[src/rtl/pipelined_chunk_adder.sv]
// Pipelined ripple-chunk adder/subtractor with valid/ready flow control.
// Each stage resolves one CHUNK-bit slice and registers the carry onward.
module pipelined_chunk_adder #(
    parameter int WIDTH = 16,
    parameter int CHUNK = 4
) (
    input  logic             clk,
    input  logic             rst,
    input  logic             in_valid,
    output logic             in_ready,
    input  logic [WIDTH-1:0] in_a,
    input  logic [WIDTH-1:0] in_b,
    input  logic             in_cin,
    input  logic             in_sub,
    input  logic             in_sat,
    output logic             out_valid,
    input  logic             out_ready,
    output logic [WIDTH-1:0] out_sum,
    output logic             out_cout,
    output logic             out_ovf
);

    localparam int STAGES = WIDTH / CHUNK;
    localparam int LAST   = STAGES - 1;

    logic [WIDTH-1:0]  a_q   [STAGES];
    logic [WIDTH-1:0]  b_q   [STAGES];
    logic [WIDTH-1:0]  s_q   [STAGES];
    logic [STAGES-1:0] v_q;
    logic [STAGES-1:0] c_q;
    logic [STAGES-1:0] sub_q;
    logic [STAGES-1:0] sat_q;

    logic [WIDTH-1:0]  a_src [STAGES];
    logic [WIDTH-1:0]  b_src [STAGES];
    logic [WIDTH-1:0]  s_src [STAGES];
    logic [WIDTH-1:0]  s_nxt [STAGES];
    logic [CHUNK:0]    part  [STAGES];
    logic [STAGES-1:0] v_src;
    logic [STAGES-1:0] c_src;
    logic [STAGES-1:0] c_nxt;
    logic [STAGES-1:0] sub_src;
    logic [STAGES-1:0] sat_src;
    logic [STAGES-1:0] adv;

    always_comb begin
        a_src[0]   = in_a;
        b_src[0]   = in_sub ? ~in_b : in_b;
        s_src[0]   = '0;
        c_src[0]   = in_cin ^ in_sub;
        v_src[0]   = in_valid;
        sub_src[0] = in_sub;
        sat_src[0] = in_sat;
        for (int k = 1; k < STAGES; k++) begin
            a_src[k]   = a_q[k-1];
            b_src[k]   = b_q[k-1];
            s_src[k]   = s_q[k-1];
            c_src[k]   = c_q[k-1];
            v_src[k]   = v_q[k-1];
            sub_src[k] = sub_q[k-1];
            sat_src[k] = sat_q[k-1];
        end
        for (int k = 0; k < STAGES; k++) begin
            part[k] = {1'b0, a_src[k][k*CHUNK +: CHUNK]}
                    + {1'b0, b_src[k][k*CHUNK +: CHUNK]}
                    + {{CHUNK{1'b0}}, c_src[k]};
            s_nxt[k] = s_src[k];
            s_nxt[k][k*CHUNK +: CHUNK] = part[k][CHUNK-1:0];
            c_nxt[k] = part[k][CHUNK];
        end
        // A stage moves when any stage at or after it has a hole, or the sink drains.
        for (int k = 0; k < STAGES; k++) begin
            adv[k] = out_ready
                   | ((v_q | STAGES'((1 << k) - 1)) != {STAGES{1'b1}});
        end
    end

    always_ff @(posedge clk or posedge rst) begin
        if (rst) begin
            v_q   <= '0;
            c_q   <= '0;
            sub_q <= '0;
            sat_q <= '0;
            for (int k = 0; k < STAGES; k++) begin
                a_q[k] <= '0;
                b_q[k] <= '0;
                s_q[k] <= '0;
            end
        end else begin
            for (int k = 0; k < STAGES; k++) begin
                if (adv[k]) begin
                    v_q[k] <= v_src[k];
                    if (v_src[k]) begin
                        a_q[k]   <= a_src[k];
                        b_q[k]   <= b_src[k];
                        s_q[k]   <= s_nxt[k];
                        c_q[k]   <= c_nxt[k];
                        sub_q[k] <= sub_src[k];
                        sat_q[k] <= sat_src[k];
                    end
                end
            end
        end
    end

    assign in_ready  = adv[0];
    assign out_valid = v_q[LAST];
    assign out_cout  = c_q[LAST];
    assign out_ovf   = (a_q[LAST][WIDTH-1] == b_q[LAST][WIDTH-1])
                     & (s_q[LAST][WIDTH-1] != a_q[LAST][WIDTH-1]);

    // Saturation only reshapes the sum; flags always report the raw result.
    always_comb begin
        out_sum = s_q[LAST];
        if (sat_q[LAST]) begin
            if (sub_q[LAST] && !c_q[LAST]) begin
                out_sum = '0;
            end else if (!sub_q[LAST] && c_q[LAST]) begin
                out_sum = '1;
            end
        end
    end

endmodule
[config.mk]
export PLATFORM = sky130hd
export DESIGN_NAME = pipelined_chunk_adder
export DESIGN_NICKNAME = d
export VERILOG_FILES = /design/src/rtl/pipelined_chunk_adder.sv
export SDC_FILE = /design/constraint.sdc
export NUM_CORES = 1
export LEC_CHECK = 0
export BUFFER_PORTS_ARGS = -buffer_cell sky130_fd_sc_hd__buf_4
export CORE_ASPECT_RATIO = 1.2
export CORE_UTILIZATION = 35
export CTS_CLUSTER_SIZE = 20
export DETAILED_ROUTE_END_ITERATION = 8
export HOLD_SLACK_MARGIN = 0.1
export SKIP_LAST_GASP = 1
export SLEW_MARGIN = 10
export SYNTH_ARGS = -nofsm -noshare
export SYNTH_HDL_FRONTEND = slang
export SYNTH_SLANG_ARGS = --single-unit
[constraint.sdc]
create_clock -name clk -period 3.1 [get_ports clk]
set_input_delay 0.155 -clock clk [delete_from_list [all_inputs] [get_ports clk]]
set_output_delay 0.155 -clock clk [all_outputs]
set_load 0.1 [all_outputs]
==> impl_metrics.yaml, run 1 <==
clock_tree:
  root_buffer: "clkbuf_16"
  clkSinkCount: 106
  clk_latency_ns: 0.35
  h-tree-depth: 3
  cts_tree: "yes"
  cts_setup_buffers: 0
  clkTransAtPathRegs_ns: 0.07
  cts_resized: 0
  postCtsHoldBufs: 21
  cts.path.max_buffers: 2
  numCtsBuffers: 9
worst_hold_path:
  hp-class: "in -> reg"
  min_from: "in_b[13]"
setup_path:
  reg2reg_slack_ns: 1.11
  endpoint: "out_sum[6]"
  cp.required_ns: 2.94
  start_kind: "flip-flop"
  cp-startpoint: "c_q[3]"
  critPathCaptureType: "primary output"
  r2r_start: "v_q[3]"
  ff2ff_path_depth: 3
  timing.rr.end: "b_q[46]"
  cp_max_fo: 16
  critPathKind: "reg -> out"
  worstPathArrival_ns: 1.84
floorplan:
  fp.dieH_um: 130.4
  num_io_pins: 59
  die_area_mm2: 0.01422
  rows: 46
  core_area_mm2: 0.01330
  initial_core_util: 0.3618
  dieWidth_um: 109.0
grt:
  grt_pass1_wl_um: 14320
  grt_max_degree: 84
  grtUsageTotal: 0.1301
  antenna_found_initial: 0
  grt_pass1_vias: 2967
  grt-ovfl-total: 0
placement:
  place_hpwl_um: 5992
  preCtsSetupSlack_ns: 1.072
  io_buffers: 58
  place.gp.congestion: 0.6868
sta:
  setup_ws_ns: 1.110
  setup_viol: 0
  finalCritPeriodShare: 0.6421
  period_needed_ns: 1.990
  maxClockFrequency_ghz: 0.5024
  slew_viol_final: 0
  worst_pin_slew_ns: 1.100
  finalHoldViolCount: 0
  skew_ns: 0.005062
  rsz0062_at_grt: "no"
  relSlewSlack: 0.2650
synth:
  avgSynthCellArea_um2: 12.37
  yosysSeqAreaShare: 0.5514
  synth_cells: 389
  yosys_warnings: 0
  syn-num-nets: 448
  yosys.cell_types.count: 24
  synth_seq_cells: 106
  netlist_area_mm2: 0.004811
drt:
  drt_iter0_drc: 136
  drc: 0
  ant_nets: 0
  vias: 2900
  wl_um: 8170
  drt-pass1-iter-count: 4
  wire_per_inst_um: 12.81
  routed_via_density: 4.545
layout:
  final_util: 0.4481
  antenna_cells: 0
  layout_common_cells: "dfrtp_1 (106), mux2_2 (66), buf_4 (62), nand2_1 (47), o21ai_0 (26)"
  layout.nets: 524
  layout_commonest_cell: "dfrtp_1"
  area_growth_pct: 23.85
  layout-drive-gt1-share: 0.3340
run:
  maxCapViolCount: 0
power_and_ir_drop:
  vdd_drop_max_mv: 0.7932
  cellPowerDensity_mw_per_mm2: 1098
  p_leak_nw: 2.705
run_status:
  status: "complete, no violations"
[synth_stat cells]
master / number / area, um2
mux2_2: 66 / 743.2
o21ai_1: 1 / 5.000
xor2_1: 12 / 105.1
nor2_1: 18 / 67.56
nand2b_1: 5 / 31.28
inv_1: 10 / 37.54
dfrtp_1: 106 / 2653
o21ai_0: 41 / 205.2
xnor2_1: 13 / 113.9
nand3b_1: 1 / 7.510
nand4b_2: 1 / 15.01
ha_1: 12 / 150.1
buf_4: 1 / 7.510
fa_1: 8 / 160.2
buf_6: 1 / 11.26
mux2_1: 10 / 112.6
clkbuf_1: 4 / 15.01
or2_2: 1 / 6.260
nand2_1: 47 / 176.4
buf_2: 12 / 60.06
o21ai_4: 1 / 16.27
and2_1: 1 / 6.260
a21o_1: 8 / 60.06
a21oi_1: 9 / 45.04
[metal layers]
layer | global-route usage | up-vias | part of all wire
li1 | - | 1476 | -
met1 | 0.1734 | 1370 | 0.47
met2 | 0.2005 | 45 | 0.48
met3 | 0.02530 | 9 | 0.035
met4 | 0.06916 | 0 | 0.022
met5 | 0 | - | 0
[how the worst min path moves through the flow]
| stage | end | slack (ns) | cells past startpoint |
|---|---|---|---|
| after floorplan | v_q[0] | 0.26 | 1 |
| after global placement | a_q[53] | 0.37 | 2 |
| after detailed placement | a_q[55] | 0.37 | 2 |
| after CTS | b_q[61] | 0.10 | 3 |
| after global routing | b_q[57] | 0.13 | 3 |
| final | b_q[61] | 0.10 | 3 |
[through the flow]
| stage | cells | power, mW | cell area, um2 | hold slack [ns] | TNS, ns |
|---|---|---|---|---|---|
| after floorplan | 389 | 4.733 | 4845 | 0.2634 | -0.01077 |
| after global placement | 601 | 5.318 | 5429 | 0.3714 | 0 |
| after detailed placement | 601 | 5.398 | 5429 | 0.3735 | 0 |
| after CTS | 638 | 6.637 | 5958 | 0.1003 | 0 |
| after global routing | 638 | 6.957 | 5958 | 0.1255 | 0 |
| final | 638 | 6.543 | 5958 | 0.1002 | 0 |
[area by class of cell]
type	instances	area, um2
Multi-Input combinational cell	255	2061
Inverter	10	40.04
Tap cell	168	210.2
Fill cell	1224	7337
Timing Repair Buffer	83	675.6
Clock buffer	9	225.2
Sequential cell	106	2653
Clock inverter	7	93.84
[worst max-delay path, stage by stage (launching register included)]
cell     delay [ns]
dfrtp_1        0.41
and2_1         0.51
nor2_1         0.10
o21ai_2        0.15
buf_4          0.31
[kinds of logic after synthesis]
family	after synthesis	synth area share
flops	106	0.5514
compound gates	60	0.06892
buf+inv	28	0.02731
fa+ha+maj	20	0.06450
mux	76	0.1779
xor+xnor	25	0.04551
simple gates	74	0.06450
[state kept, by name, summed over array words and instances (netlist names)]
name,flops
s_q,16
b_q,25
sat_q,4
c_q,4
a_q,25
s_nxt,24
v_q,4
sub_q,4
[report_power, final]
group	total [mW]	switching, mW	internal [mW]
clock	1.20	0.494	0.706
sequential	2.22	0.350	1.87
combinational	3.12	2.13	0.994
total	6.54	2.97	3.57
Note: power is estimated with default switching activity, not from simulation.
==> run 2, diff against run 1 <==
Settings changed: ABC_AREA set to 1.
Clock period 3.1 ns to 2.1 ns, I/O delays scaled along.
==> impl_metrics.yaml, run 2 <==
synth:
  yosys.area_share.simple: 0.1959
  synth.most_common_cell: "nand2_1"
  synth_seq_cells: 106
  synth_common_cells: "nand2_1 (208), dfrtp_1 (106), o21ai_0 (75), inv_1 (39), xnor2_1 (13)"
  synth_compound_area_frac: 0.09590
  yosysTopAreaCell: "dfrtp_1"
  synthFlopType: "dfrtp_1"
  synth-adder-area-share: 0.06393
  synth_edf_count: 0
  synth_cells: 541
  netlist_area_mm2: 0.004853
  yosysTopAreaCellShare: 0.5465
  synth-xor-area-share: 0.03429
  synth_top_family_by_area: "simple AND/OR/NAND/NOR gates"
  yosys.cell_types.count: 26
  async_reset_ff_frac: 1.000
  syn-num-nets: 600
  avgSynthCellArea_um2: 8.971
  synthTopCellsByArea: "dfrtp_1 (55%), nand2_1 (16%), o21ai_0 (7.7%)"
  yosys_warnings: 0
  yosysSeqAreaShare: 0.5465
  yosys-mux-area-fraction: 0
drt:
  wire_per_inst_um: 11.82
  wl_um: 9383
  vias: 3562
  routed_via_density: 4.486
  ant_nets: 0
  drt-pass1-iter-count: 4
  drt_iter0_drc: 159
  drc: 0
clock_tree:
  cts_tree: "yes"
  clkTransAtPathRegs_ns: 0.07
  clk_latency_ns: 0.35
  root_buffer: "clkbuf_16"
  clkSinkCount: 106
  cts.path.max_buffers: 2
  numCtsBuffers: 9
  h-tree-depth: 3
layout:
  nFillCells: 1290
  layout_commonest_cell: "nand2_1"
  antenna_cells: 0
  layout.nets: 680
  final_util: 0.4521
  stdcell_count: 794
  layout_common_cells: "nand2_1 (208), dfrtp_1 (104), o21ai_0 (73), buf_4 (62), inv_1 (38)"
  layout-drive-gt1-share: 0.1518
  area_growth_pct: 24.39
grt:
  grt-ovfl-total: 0
  antenna_found_initial: 0
  grt_pass1_vias: 3482
  grtUsageTotal: 0.1466
  grt_max_degree: 50
  grt_pass1_wl_um: 16340
setup_path:
  cp_cell_sequence: "fa_1 -> fa_1 -> or2_2 -> nand3_1 -> o21ai_0"
  timing.critical_path.mode_cell: "fa_1"
  start_kind: "flip-flop"
  ff2ff_path_depth: 5
  reg2reg_slack_ns: 0.25
  cp_max_fo: 2
  worstPathArrival_ns: 2.07
  r2r_start: "a_q[28]"
  cp_slowest_cell: "fa_1"
  slowest_delay_ns: 0.47
  timing.rr.end: "s_q[14]"
  cp_num_buf_inv: 0
  cp.required_ns: 2.32
  critPathKind: "reg -> reg"
  critPathCaptureType: "flip-flop"
  path_delay_family: "adder cells"
sta:
  setup_viol: 0
  skew_ns: 0.006681
  finalCritPeriodShare: 0.8812
  holdWs_ns: 0.1120
  rsz0062_at_grt: "no"
  maxClockFrequency_ghz: 0.5404
  relSlewSlack: 0.4976
  finalHoldViolCount: 0
  period_needed_ns: 1.851
  worst_pin_slew_ns: 0.7520
  slew_viol_final: 0
worst_hold_path:
  hold_depth: 3
  min_from: "in_b[15]"
  hp-class: "in -> reg"
  hold_end: "b_q[63]"
floorplan:
  rows: 46
  initial_core_util: 0.3635
  die_area_mm2: 0.01434
  fp.dieH_um: 131.0
  core_area_mm2: 0.01335
  dieWidth_um: 109.5
  num_io_pins: 59
run_status:
  status: "complete, no violations"
placement:
  io_buffers: 58
  dp.cells: 750
  place_hpwl_um: 6760
  place.gp.congestion: 0.7481
power_and_ir_drop:
  power_mw: 8.539
  p_leak_nw: 3.043
  cellPowerDensity_mw_per_mm2: 1414
  vdd_drop_max_mv: 1.402
run:
  maxCapViolCount: 0
## run 2: cell count changes in the layout (fill, tap and decap cells not counted), moves of 6 or more
cell,change
mux2_2,-66
o21ai_0,+47
o21ai_2,-9
mux2_1,-10
nand2_1,+161
nor2_1,-9
a21o_1,-8
nand3_1,+11
dlygate4sd3_1,+7
inv_1,+29
xor2_1,-6
## run 2: metrics by stage
step | cell area (um2) | setup TNS (ns) | setup WS (ns)
after CTS | 6032 | 0 | 0.1207
after floorplan | 4860 | -0.4216 | -0.2108
final | 6037 | 0 | 0.2495
after detailed placement | 5441 | 0 | 0.2539
after global placement | 5441 | 0 | 0.2893
after global routing | 6037 | 0 | 0.1731
## run 2: worst max-delay path by stage
stage / start / endpoint / cells after the start
floorplan: c_q[3] / out_sum[14] / 2
global placement: a_q[28] / s_q[14] / 5
detailed placement: a_q[28] / s_q[14] / 5
CTS: c_q[3] / out_sum[15] / 3
global route: a_q[28] / s_q[14] / 5
finish: a_q[28] / s_q[14] / 5
## run 2: area by class of cell
class,instances,area (um2),area share
sequential,106,2655,0.4398
multi-input combinational,370,1898,0.3144
timing repair buffer,93,805.8,0.1335
clock buffer,9,225.2,0.03731
tap,168,210.2,0.03482
inverter,41,157.7,0.02611
clock inverter,7,85.08,0.01409
## run 2: tightest hold or removal path, delay by kind of cell
kind / cells / cell delay [ns]
AOI/OAI and AO/OA: 1 / 0.16
xor gates and xnor gates: 1 / 0.08
buffers and inverters: 1 / 0.08
## run 2: kinds of logic (layout without fill, tap and decap cells)
family                   count (synthesis)  in the layout
AND/OR/NAND/NOR                        240            240
flip-flops                             106            106
AO/OA/AOI/OAI                           91             91
buffers and inverters                   65            150
adder cells (fa/ha/maj)                 20             20
XOR/XNOR                                19             19
## run 2: repair_timing
action	4_1_cts	5_1_grt
endpoints found under the setup margin	0	2
setup buffers	0	0
hold buffers	28	0
hold endpoints to repair	57	0
gates resized for setup	0	1
## run 2: power by group
group / total, mW / switching (mW) / internal, mW / leakage [nW]
sequential: 3.06 / 0.394 / 2.67 / 1.31
combinational: 3.74 / 2.77 / 0.976 / 1.58
clock: 1.73 / 0.784 / 0.948 / 0.153
## run 2: metal layers
metal | vias to the layer above | GRT usage | wire [um]
met2 | 65 | 0.2323 | 4298
met5 | - | 0 | 0
met4 | 0 | 0.05176 | 138
met3 | 9 | 0.03026 | 355
li1 | 1860 | - | -
met1 | 1628 | 0.1995 | 4591
==> run 3, diff against run 2 <==
Settings changed: CORE_MARGIN set to 1.
Clock period 2.1 ns to 1.55 ns, I/O delays scaled along.
==> impl_metrics.yaml, run 3 (synthesis gave the netlist of run 2 again) <==
layout:
  antenna_cells: 0
  layout_common_cells: "nand2_1 (191), dfrtp_1 (103), buf_4 (60), o21ai_0 (43), inv_1 (36)"
  final_util: 0.5034
  layout-drive-gt1-share: 0.2558
  nFillCells: 1249
  layout_commonest_cell: "nand2_1"
  area_growth_pct: 38.49
  layout.nets: 703
  stdcell_count: 817
  design_area_mm2: 0.006721
power_and_ir_drop:
  cellPowerDensity_mw_per_mm2: 1953
  intPower_mw: 7.284
  sw_frac_of_total: 0.4451
  clkPwrFrac: 0.174
  seqPwrFrac: 0.318
  p_leak_nw: 3.259
  p_comb_frac: 0.508
  switchingPower_mw: 5.842
  vdd_drop_max_mv: 2.068
worst_hold_path:
  hold_depth: 4
  min_from: "in_a[0]"
  hold_end: "s_nxt[32]"
  hp-class: "in -> reg"
sta:
  maxClockFrequency_ghz: 0.5995
  setup_ws_ns: -0.1180
  worst_pin_slew_ns: 0.7627
  slew_viol_final: 0
  skew_ns: 0.006425
  finalHoldViolCount: 0
  setup_viol: 3
  period_needed_ns: 1.668
  relSlewSlack: 0.4915
  finalCritPeriodShare: 1.076
  rsz0062_at_grt: "yes"
  fin_setup_tns_ns: -0.1550
clock_tree:
  clk_latency_ns: 0.34
  numCtsBuffers: 9
  h-tree-depth: 3
  clkTransAtPathRegs_ns: 0.06
  root_buffer: "clkbuf_16"
  clkSinkCount: 106
  cts_tree: "yes"
  cts.path.max_buffers: 2
placement:
  preCtsSetupSlack_ns: -0.2749
  place.gp.congestion: 0.8201
  io_buffers: 58
  placed_area_mm2: 0.005720
  place_hpwl_um: 6975
  dp.cells: 760
grt:
  grt-ovfl-total: 0
  grt_pass1_vias: 3504
  grt_pass1_wl_um: 16550
  grt_max_degree: 34
  antenna_found_initial: 0
  grtUsageTotal: 0.1499
setup_path:
  cp.required_ns: 1.77
  timing.rr.end: "s_q[14]"
  start_kind: "flip-flop"
  path_delay_family: "adder cells"
  ff2ff_path_depth: 5
  reg2reg_slack_ns: -0.12
  cp_num_buf_inv: 0
  timing.critical_path.mode_cell: "fa_2"
  cp_slowest_cell: "dfrtp_1"
  r2r_start: "c_q[2]"
  slowest_delay_ns: 0.41
  cp_max_fo: 2
  cp_cell_sequence: "fa_2 -> fa_2 -> or2_4 -> nand3_2 -> o21ai_2"
  critPathKind: "reg -> reg"
  worstPathArrival_ns: 1.89
  critPathCaptureType: "flip-flop"
drt:
  wl_met1_um: 4686
  routed_via_density: 4.497
  ant_nets: 0
  route.met3.wl_um: 253
  wire_per_inst_um: 12.13
  drt_iter0_drc: 108
  route.met2.wl_um: 4766
  vias: 3674
  top_layer: "met4"
  drc: 0
  wl_um: 9913
  drt-pass1-iter-count: 4
floorplan:
  fp.dieH_um: 131.0
  dieWidth_um: 109.5
  num_io_pins: 59
  die_area_mm2: 0.01434
  initial_core_util: 0.3635
  core_area_mm2: 0.01335
  rows: 46
run:
  maxCapViolCount: 0
run_status:
  status: "finished, violations left"
  violations: "setup timing"
[run 3: cell types whose count changed in the layout (fill, tap and decap cells not counted), sizes merged, moves of 2 or more]
cell / before / now
inv: 43 / 40
buf: 65 / 85
clkbuf: 9 / 14
clkinv: 3 / 1
[run 3: worst max-delay path by stage]
stage	from	to	slack, ns	cells past startpoint
2_1_floorplan	c_q[3]	out_sum[14]	-0.79	2
3_3_place_gp	v_q[1]	a_q[60]	-0.17	4
3_5_place_dp	v_q[3]	a_q[63]	-0.27	4
4_1_cts	a_q[28]	s_q[14]	-0.11	5
5_1_grt	c_q[2]	s_q[14]	-0.16	5
6_report	c_q[2]	s_q[14]	-0.12	5
[run 3: through the flow]
step | power (mW) | hold WS, ns
after global routing | 13.95 | 0.1611
after floorplan | 8.537 | 0.1941
after global placement | 9.632 | 0.1609
after detailed placement | 9.755 | 0.1686
after CTS | 12.65 | 0.1493
final | 13.13 | 0.1588
[run 3: metal layers]
layer	vias to the layer above	global-route usage
li1	1915	-
met3	12	0.02133
met2	62	0.2386
met4	0	0.06824
met1	1685	0.2030
met5	-	0
[run 3: power by group through the flow]
stage / sequential, mW / clock [mW] / combinational [mW]
6_report: 4.17 / 2.28 / 6.67
5_1_grt: 4.29 / 2.46 / 7.20
4_1_cts: 4.15 / 2.34 / 6.16
3_5_place_dp: 4.20 / 0 / 5.56
3_3_place_gp: 4.16 / 0 / 5.47
2_1_floorplan: 4.19 / 0 / 4.35
[run 3: timing repair]
item                       CTS  global route
gates resized for setup     43            45
buffers inserted             3             6
cloned                       1             2
hold endpoints to repair    46             0
hold buffers                29             0
pin swaps                    2             8
setup endpoints to repair   41            26
[run 3: cell type report]
class                      instances  area (um2)  area share
tap                              168       210.2     0.03127
inverter                          41       160.2     0.02383
multi-input combinational        372        2223      0.3308
timing repair buffer             114        1172      0.1744
clock inverter                     2       35.03    0.005212
sequential                       106        2656      0.3952
clock buffer                      14       264.0     0.03928
[run 3: worst reg2reg max path: stages (launching register included)]
cell     delay, ns
dfrtp_1       0.41
fa_2          0.41
fa_2          0.36
or2_4         0.24
nand3_2       0.07
o21ai_2       0.05
